File: src/rtl/instr_encoder_pkg.sv
// Shared opcodes, descriptor class and FSM state types, plus the RV32I
// field-placement and immediate range helpers used by instr_encoder.
package instr_encoder_pkg;

  localparam logic [6:0] OP_R  = 7'b0110011;
  localparam logic [6:0] OP_I  = 7'b0010011;
  localparam logic [6:0] OP_LW = 7'b0000011;
  localparam logic [6:0] OP_SW = 7'b0100011;
  localparam logic [6:0] OP_BR = 7'b1100011;
  localparam logic [6:0] OP_U  = 7'b0110111;
  localparam logic [6:0] OP_J  = 7'b1101111;

  typedef enum logic [2:0] {
    CLS_R   = 3'd0,
    CLS_I   = 3'd1,
    CLS_LW  = 3'd2,
    CLS_SW  = 3'd3,
    CLS_BR  = 3'd4,
    CLS_U   = 3'd5,
    CLS_J   = 3'd6,
    CLS_ILL = 3'd7
  } cls_t;

  typedef enum logic [1:0] {
    ST_IDLE = 2'd0,
    ST_LOAD = 2'd1,
    ST_DONE = 2'd2
  } state_t;

  function automatic logic [31:0] encode(input cls_t        cls,
                                         input logic [4:0]  rd,
                                         input logic [4:0]  rs1,
                                         input logic [4:0]  rs2,
                                         input logic [2:0]  f3,
                                         input logic [6:0]  f7,
                                         input logic [31:0] imm);
    logic [31:0] w;
    w = '0;
    case (cls)
      CLS_R:  w = {f7, rs2, rs1, f3, rd, OP_R};
      CLS_I:  w = {imm[11:0], rs1, f3, rd, OP_I};
      CLS_LW: w = {imm[11:0], rs1, f3, rd, OP_LW};
      CLS_SW: w = {imm[11:5], rs2, rs1, f3, imm[4:0], OP_SW};
      CLS_BR: w = {imm[12], imm[10:5], rs2, rs1, f3, imm[4:1], imm[11], OP_BR};
      CLS_U:  w = {imm[31:12], rd, OP_U};
      CLS_J:  w = {imm[20], imm[10:1], imm[11], imm[19:12], rd, OP_J};
      default: w = '0;
    endcase
    return w;
  endfunction

  // Branch/jump offsets must also be even since bit 0 is not encodable.
  function automatic logic imm_out_of_range(input cls_t               cls,
                                            input logic signed [31:0] imm);
    logic bad;
    bad = 1'b0;
    case (cls)
      CLS_I, CLS_LW, CLS_SW:
        bad = (imm < -32'sd2048) || (imm > 32'sd2047);
      CLS_BR:
        bad = (imm < -32'sd4096) || (imm > 32'sd4094) || imm[0];
      CLS_J:
        bad = (imm < -32'sd1048576) || (imm > 32'sd1048574) || imm[0];
      CLS_U:
        bad = (imm[11:0] != 12'd0);
      default:
        bad = 1'b0;
    endcase
    return bad;
  endfunction

endpackage

File: src/rtl/enc_fifo.sv
// Output word buffer for instr_encoder: DEPTH x 32-bit, power-of-two depth,
// push is accepted while full if a pop happens in the same cycle.
module enc_fifo
  import instr_encoder_pkg::*;
#(
  parameter int DEPTH = 4
) (
  input  logic        i_clk,
  input  logic        i_rst_n,
  input  logic        i_push,
  input  logic [31:0] i_data,
  input  logic        i_pop,
  output logic [31:0] o_data,
  output logic        o_full,
  output logic        o_empty
);

  localparam int PTR_W = (DEPTH > 1) ? $clog2(DEPTH) : 1;
  localparam int CNT_W = PTR_W + 1;

  logic [31:0]      r_mem [DEPTH];
  logic [PTR_W-1:0] r_wptr;
  logic [PTR_W-1:0] r_rptr;
  logic [CNT_W-1:0] r_cnt;
  logic             w_pop;
  logic             w_push;

  assign o_full  = (r_cnt == CNT_W'(DEPTH));
  assign o_empty = (r_cnt == '0);
  assign w_pop   = i_pop & ~o_empty;
  assign w_push  = i_push & (~o_full | w_pop);
  assign o_data  = r_mem[r_rptr];

  always_ff @(posedge i_clk or negedge i_rst_n) begin
    if (!i_rst_n) begin
      r_wptr <= '0;
      r_rptr <= '0;
      r_cnt  <= '0;
    end else begin
      if (w_push) r_wptr <= r_wptr + 1'b1;
      if (w_pop)  r_rptr <= r_rptr + 1'b1;
      r_cnt <= r_cnt + CNT_W'(w_push) - CNT_W'(w_pop);
    end
  end

  // Storage is data only; validity is tracked entirely by r_cnt.
  always_ff @(posedge i_clk) begin
    if (w_push) r_mem[r_wptr] <= i_data;
  end

endmodule

File: src/rtl/instr_encoder.sv
// Encodes instruction descriptors into RV32I words and streams them into
// instruction memory. Optional macro: INSTR_ENCODER_RANGE_CHECK_EN.
module instr_encoder
  import instr_encoder_pkg::*;
#(
  parameter int ADDR_W     = 8,
  parameter int FIFO_DEPTH = 4
) (
  input  logic              i_clk,
  input  logic              i_rst_n,
  input  logic              i_start,
  input  logic [ADDR_W-1:0] i_base_addr,
  input  logic [ADDR_W:0]   i_len,
  input  logic              i_in_valid,
  output logic              o_in_ready,
  input  logic [2:0]        i_in_class,
  input  logic [4:0]        i_in_rd,
  input  logic [4:0]        i_in_rs1,
  input  logic [4:0]        i_in_rs2,
  input  logic [2:0]        i_in_funct3,
  input  logic [6:0]        i_in_funct7,
  input  logic [31:0]       i_in_imm,
  output logic              o_wr_en,
  input  logic              i_wr_ready,
  output logic [ADDR_W-1:0] o_wr_addr,
  output logic [31:0]       o_wr_data,
  output logic              o_busy,
  output logic              o_done,
  output logic              o_err
);

  localparam int CNT_W = ADDR_W + 1;

  state_t            r_state;
  state_t            w_state_nxt;
  logic [CNT_W-1:0]  r_len;
  logic [CNT_W-1:0]  r_acc_cnt;
  logic [CNT_W-1:0]  r_fin_cnt;
  logic [CNT_W-1:0]  w_fin_nxt;
  logic [ADDR_W-1:0] r_wr_addr;
  logic              r_err;

  cls_t        w_cls;
  logic        w_bad;
  logic        w_accept;
  logic        w_drop;
  logic        w_push;
  logic        w_pop;
  logic        w_start_ok;
  logic        w_full;
  logic        w_empty;
  logic [31:0] w_enc;
  logic [31:0] w_head;

  assign w_cls = cls_t'(i_in_class);

`ifdef INSTR_ENCODER_RANGE_CHECK_EN
  assign w_bad = (w_cls == CLS_ILL) | imm_out_of_range(w_cls, i_in_imm);
`else
  assign w_bad = (w_cls == CLS_ILL);
`endif

  assign w_enc = encode(w_cls, i_in_rd, i_in_rs1, i_in_rs2,
                        i_in_funct3, i_in_funct7, i_in_imm);

  assign o_in_ready = (r_state == ST_LOAD) & ~w_full & (r_acc_cnt < r_len);
  assign w_accept   = i_in_valid & o_in_ready;
  assign w_drop     = w_accept & w_bad;
  assign w_push     = w_accept & ~w_bad;
  assign w_pop      = o_wr_en & i_wr_ready;
  assign w_start_ok = i_start & (r_state == ST_IDLE);

  // Written and dropped descriptors both retire a slot of the session.
  assign w_fin_nxt = r_fin_cnt + CNT_W'(w_pop) + CNT_W'(w_drop);

  enc_fifo #(
    .DEPTH (FIFO_DEPTH)
  ) u_fifo (
    .i_clk   (i_clk),
    .i_rst_n (i_rst_n),
    .i_push  (w_push),
    .i_data  (w_enc),
    .i_pop   (w_pop),
    .o_data  (w_head),
    .o_full  (w_full),
    .o_empty (w_empty)
  );

  assign o_wr_en   = ~w_empty;
  assign o_wr_data = w_empty ? 32'd0 : w_head;
  assign o_wr_addr = r_wr_addr;
  assign o_err     = r_err;

  always_ff @(posedge i_clk or negedge i_rst_n) begin
    if (!i_rst_n) r_state <= ST_IDLE;
    else          r_state <= w_state_nxt;
  end

  always_comb begin
    w_state_nxt = r_state;
    o_busy      = 1'b0;
    o_done      = 1'b0;
    case (r_state)
      ST_IDLE: begin
        if (i_start) w_state_nxt = (i_len == '0) ? ST_DONE : ST_LOAD;
      end
      ST_LOAD: begin
        o_busy = 1'b1;
        if (w_fin_nxt == r_len) w_state_nxt = ST_DONE;
      end
      ST_DONE: begin
        o_done      = 1'b1;
        w_state_nxt = ST_IDLE;
      end
      default: w_state_nxt = ST_IDLE;
    endcase
  end

  always_ff @(posedge i_clk or negedge i_rst_n) begin
    if (!i_rst_n) begin
      r_len     <= '0;
      r_acc_cnt <= '0;
      r_fin_cnt <= '0;
      r_wr_addr <= '0;
      r_err     <= 1'b0;
    end else if (w_start_ok) begin
      r_len     <= i_len;
      r_acc_cnt <= '0;
      r_fin_cnt <= '0;
      r_wr_addr <= i_base_addr;
      r_err     <= 1'b0;
    end else begin
      if (w_accept)             r_acc_cnt <= r_acc_cnt + 1'b1;
      if (r_state == ST_LOAD)   r_fin_cnt <= w_fin_nxt;
      if (w_pop)                r_wr_addr <= r_wr_addr + 1'b1;
      if (w_drop)               r_err     <= 1'b1;
    end
  end

endmodule

File: config.mk
export PLATFORM = sky130hd
export DESIGN_NAME = instr_encoder
export DESIGN_NICKNAME = d
export VERILOG_FILES = /design/src/rtl/instr_encoder_pkg.sv /design/src/rtl/enc_fifo.sv /design/src/rtl/instr_encoder.sv
export SDC_FILE = /design/constraint.sdc
export NUM_CORES = 1
export LEC_CHECK = 0
export CORE_MARGIN = 2
export CORE_UTILIZATION = 49
export DETAILED_ROUTE_END_ITERATION = 6
export GPL_TIMING_DRIVEN = 0
export PLACE_DENSITY = 0.77
export SLEW_MARGIN = 10
export SYNTH_ARGS = -nofsm -noshare
export SYNTH_HDL_FRONTEND = slang
export SYNTH_SLANG_ARGS = --single-unit
File: constraint.sdc
create_clock -name i_clk -period 3.38 [get_ports i_clk]
set_input_delay 0.676 -clock i_clk [delete_from_list [all_inputs] [get_ports i_clk]]
set_output_delay 0.676 -clock i_clk [all_outputs]
set_load 0.005 [all_outputs]
==> results.txt <==
r2r setup slk -> 0.09 ns
Avg Cell Area, Syn -> 13.28 µm²
share of the synthesized area in the top cell type -> 0.4543
layout cells sized above 1 -> 0.1578
Post-synth top cells -> edfxtp_1 (124), dfrtp_1 (45), nand2_1 (45)
Initial Util -> 0.4978
HP Class -> in2async
switching share of power -> 0.2989
Comb power frac -> 0.384
top cells by area, synth -> edfxtp_1 (45%), dfrtp_1 (14%), mux4_2 (8.5%)
drt pass-1 iters -> 6
Top FF cell, synth -> edfxtp_1
pin count of the biggest net entering global routing -> 38
IO Port Bufs -> 126
Post-Synthesis Cell Area -> 8197 µm²
crit-path cells -> clkbuf_1 -> clkbuf_4 -> mux4_2 -> and2_1 -> clkdlybuf4s50_1
Clock Tree Root -> clkbuf_16
Worst VDD drop -> 0.4561 mV
register bit total from synthesis -> 169
CTS sink cnt -> 169
worst skew pair latency -> 0.43 ns
Hold WS -> 0.1021 ns
R2R Path Start -> r_len[5]
CP Class -> reg2out
slowest CP cell -> mux4_2
Leak -> 3.893 nW
Die Y -> 133.3 µm
pins over their slew limit -> 0
Final Core Density -> 0.6465
Psw -> 2.386 mW
Internal Power -> 5.597 mW
R2R cell count -> 13
DR vias -> 5770
CORE AREA -> 16470 µm²
Pwr Density -> 749.9 nW/µm²
gp weighted congestion -> 0.8624
initial drt markers -> 467
initial antenna violation count -> 0
Vias/cell -> 5.702
warnings from Yosys -> 0
Final Setup Violations -> 0
Post-Syn Nets -> 718
Crit Path Max Fanout -> 10
number of global-route vias before repair -> 5797
worst endpoint data arrival time -> 2.62 ns
Fmax -> 0.3035 GHz
Die ar. -> 17780 µm²
type of origin of the critical path -> register
slew margin rel. -> 0.4481
Critical Path End Type -> output port
post-layout min period -> 3.295 ns
TritonCTS clock tree -> built
Worst-Margin Slew -> 0.8223 ns
ys async rst share -> 0.2663
# diodes -> 0
Worst-path clk slew -> 0.07 ns
EDFF count, synth -> 124
Routed WL -> 19560 µm
most frequent cell after synthesis -> edfxtp_1
num rows -> 47
Final nets -> 880
Clk pwr share -> 0.246
post-route ant nets -> 0
clock buffer depth -> 2
Area Growth Syn to Fin -> 29.87%
GRT Overall Usage -> 0.2296
top-level port count -> 127
Post-CTS Hold Fix Bufs -> 0
CP max stage delay -> 0.56 ns
CTS buffer count -> 17
sequential-to-total area share from yosys stat -> 0.5917
synth unique cells -> 58
drt drc -> 0
WL/cell -> 19.33 µm
Worst Clk Skew -> 0.008181 ns
post-synth top area cell -> edfxtp_1
Max-Cap Viols -> 0
reg2reg end -> r_state[1]
first-pass GRT wire length -> 31110 µm
Seq pwr share -> 0.370
chip width -> 133.3 µm
final hold vios -> 0
H-tree depth -> 4
Post-DP HPWL -> 13680 µm
period utilization -> 0.9748
RSZ-0062 raised after global routing -> true
GR Overflow Total -> 0
Critical Path RT -> 2.70 ns
outcome -> complete, no violations
Syn Inst Count -> 617
[power groups by stage]
stage               combinational, mW  sequential (mW)  clock, mW
floorplan                        1.65             2.93          0
detailed placement               2.98             2.99          0
CTS                              3.04             2.95       1.98
global route                     3.34             3.00       2.06
global placement                 2.82             2.97          0
finish                           3.07             2.95       1.96
[metal layers]
layer / vias up / part of all wire / GRT usage
met3: 49 / 0.060 / 0.04033
met2: 236 / 0.50 / 0.3769
met4: 0 / 0.033 / 0.09988
met5: - / 0 / 0
li1: 2620 / - / -
met1: 2865 / 0.41 / 0.3033
[worst max-delay path by stage]
stage | from | endpoint | slack, ns | cells past startpoint
after floorplan | r_len[5] | r_state[1] | 0.04 | 16
after global placement | i_in_class[0] | r_state[0] | -0.74 | 13
after detailed placement | i_in_class[0] | r_state[0] | -0.83 | 13
after CTS | u_fifo.r_rptr[0] | o_wr_data[7] | -0.01 | 5
after global routing | u_fifo.r_rptr[0] | o_wr_data[30] | -0.03 | 5
final | u_fifo.r_rptr[0] | o_wr_data[30] | 0.09 | 5
[flip-flops by register name (all words and copies together), names as in the netlist]
register	cells
r_fin_cnt	9
u_fifo.r_mem	124
u_fifo.r_wptr	2
o_wr_addr	8
u_fifo.r_cnt	3
r_state	2
r_len	9
o_err	1
u_fifo.r_rptr	2
r_acc_cnt	9
[layout make-up]
type | count | area (µm²)
clock buffers | 17 | 425.4
repair buffers | 143 | 1461
fillers | 1184 | 5821
flip-flops and latches | 169 | 4850
multi-input cells | 390 | 3199
plain buffers | 37 | 183.9
well taps | 220 | 275.3
clock inverters | 15 | 171.4
inverters | 21 | 78.83
[worst max-delay path, delay by kind of cell, from the launching register on]
| kind | cells | cell delay (ns) |
|---|---|---|
| simple gates | 1 | 0.18 |
| buf+inv | 3 | 1.13 |
| flops | 1 | 0.32 |
| mux | 1 | 0.56 |
[through the flow]
stage / cells / power, mW / cell area [µm²] / TNS, ns / setup slack (ns)
finish: 1012 / 7.983 / 10650 / 0 / 0.08504
global placement: 963 / 5.792 / 9737 / -53.57 / -0.7398
CTS: 1003 / 7.977 / 10520 / -0.02637 / -0.009828
detailed placement: 968 / 5.969 / 9852 / -3.837 / -0.8348
global route: 1012 / 8.397 / 10650 / -0.2694 / -0.03256
floorplan: 617 / 4.584 / 8200 / 0 / 0.03867
[cell families (layout without fill, tap and decap cells)]
logic type      after synthesis  count (layout)  share of synthesized area
simple gates                178             178                     0.1178
flops                       169             169                     0.5917
compound gates              116             116                    0.09175
buf+inv                      58             233                    0.03007
mux                          50              50                     0.1090
xor+xnor                     27              27                    0.02885
fa+ha+maj                    19              19                    0.03083
[layout by cell type, fill, tap and decap left out, types with 3 or more instances in the layout]
cell type and n:
clkdlybuf4s50_1 125, ha_1 14, inv_2 3, and2_1 33, dfrtp_1 45, o21ai_1 3, mux2_2 3, and3_1 7
nand3_1 13, a22oi_1 6, inv_1 17, bufinv_16 3, a211oi_1 7, a21oi_1 24, nand4_1 5, nor2_1 21
buf_1 4, clkbuf_1 21, clkbuf_16 17, buf_12 3, xnor2_1 14, xor2_1 13, buf_4 17, and2_2 4
a31oi_1 6, inv_6 4, buf_2 3, mux4_2 31, a22o_1 13, o21ai_0 41, mux2i_1 15, clkinvlp_4 3
nand2_1 45, nor3_1 5, nor2b_1 25, clkinv_2 4, edfxtp_1 124
[timing repair]
action                                  in CTS  in global routing
buffers inserted                             3                  9
resized for setup                           12                 18
pin swaps                                    4                  9
endpoints found under the setup margin       6                 21
Note: power is estimated with default switching activity, not from simulation.
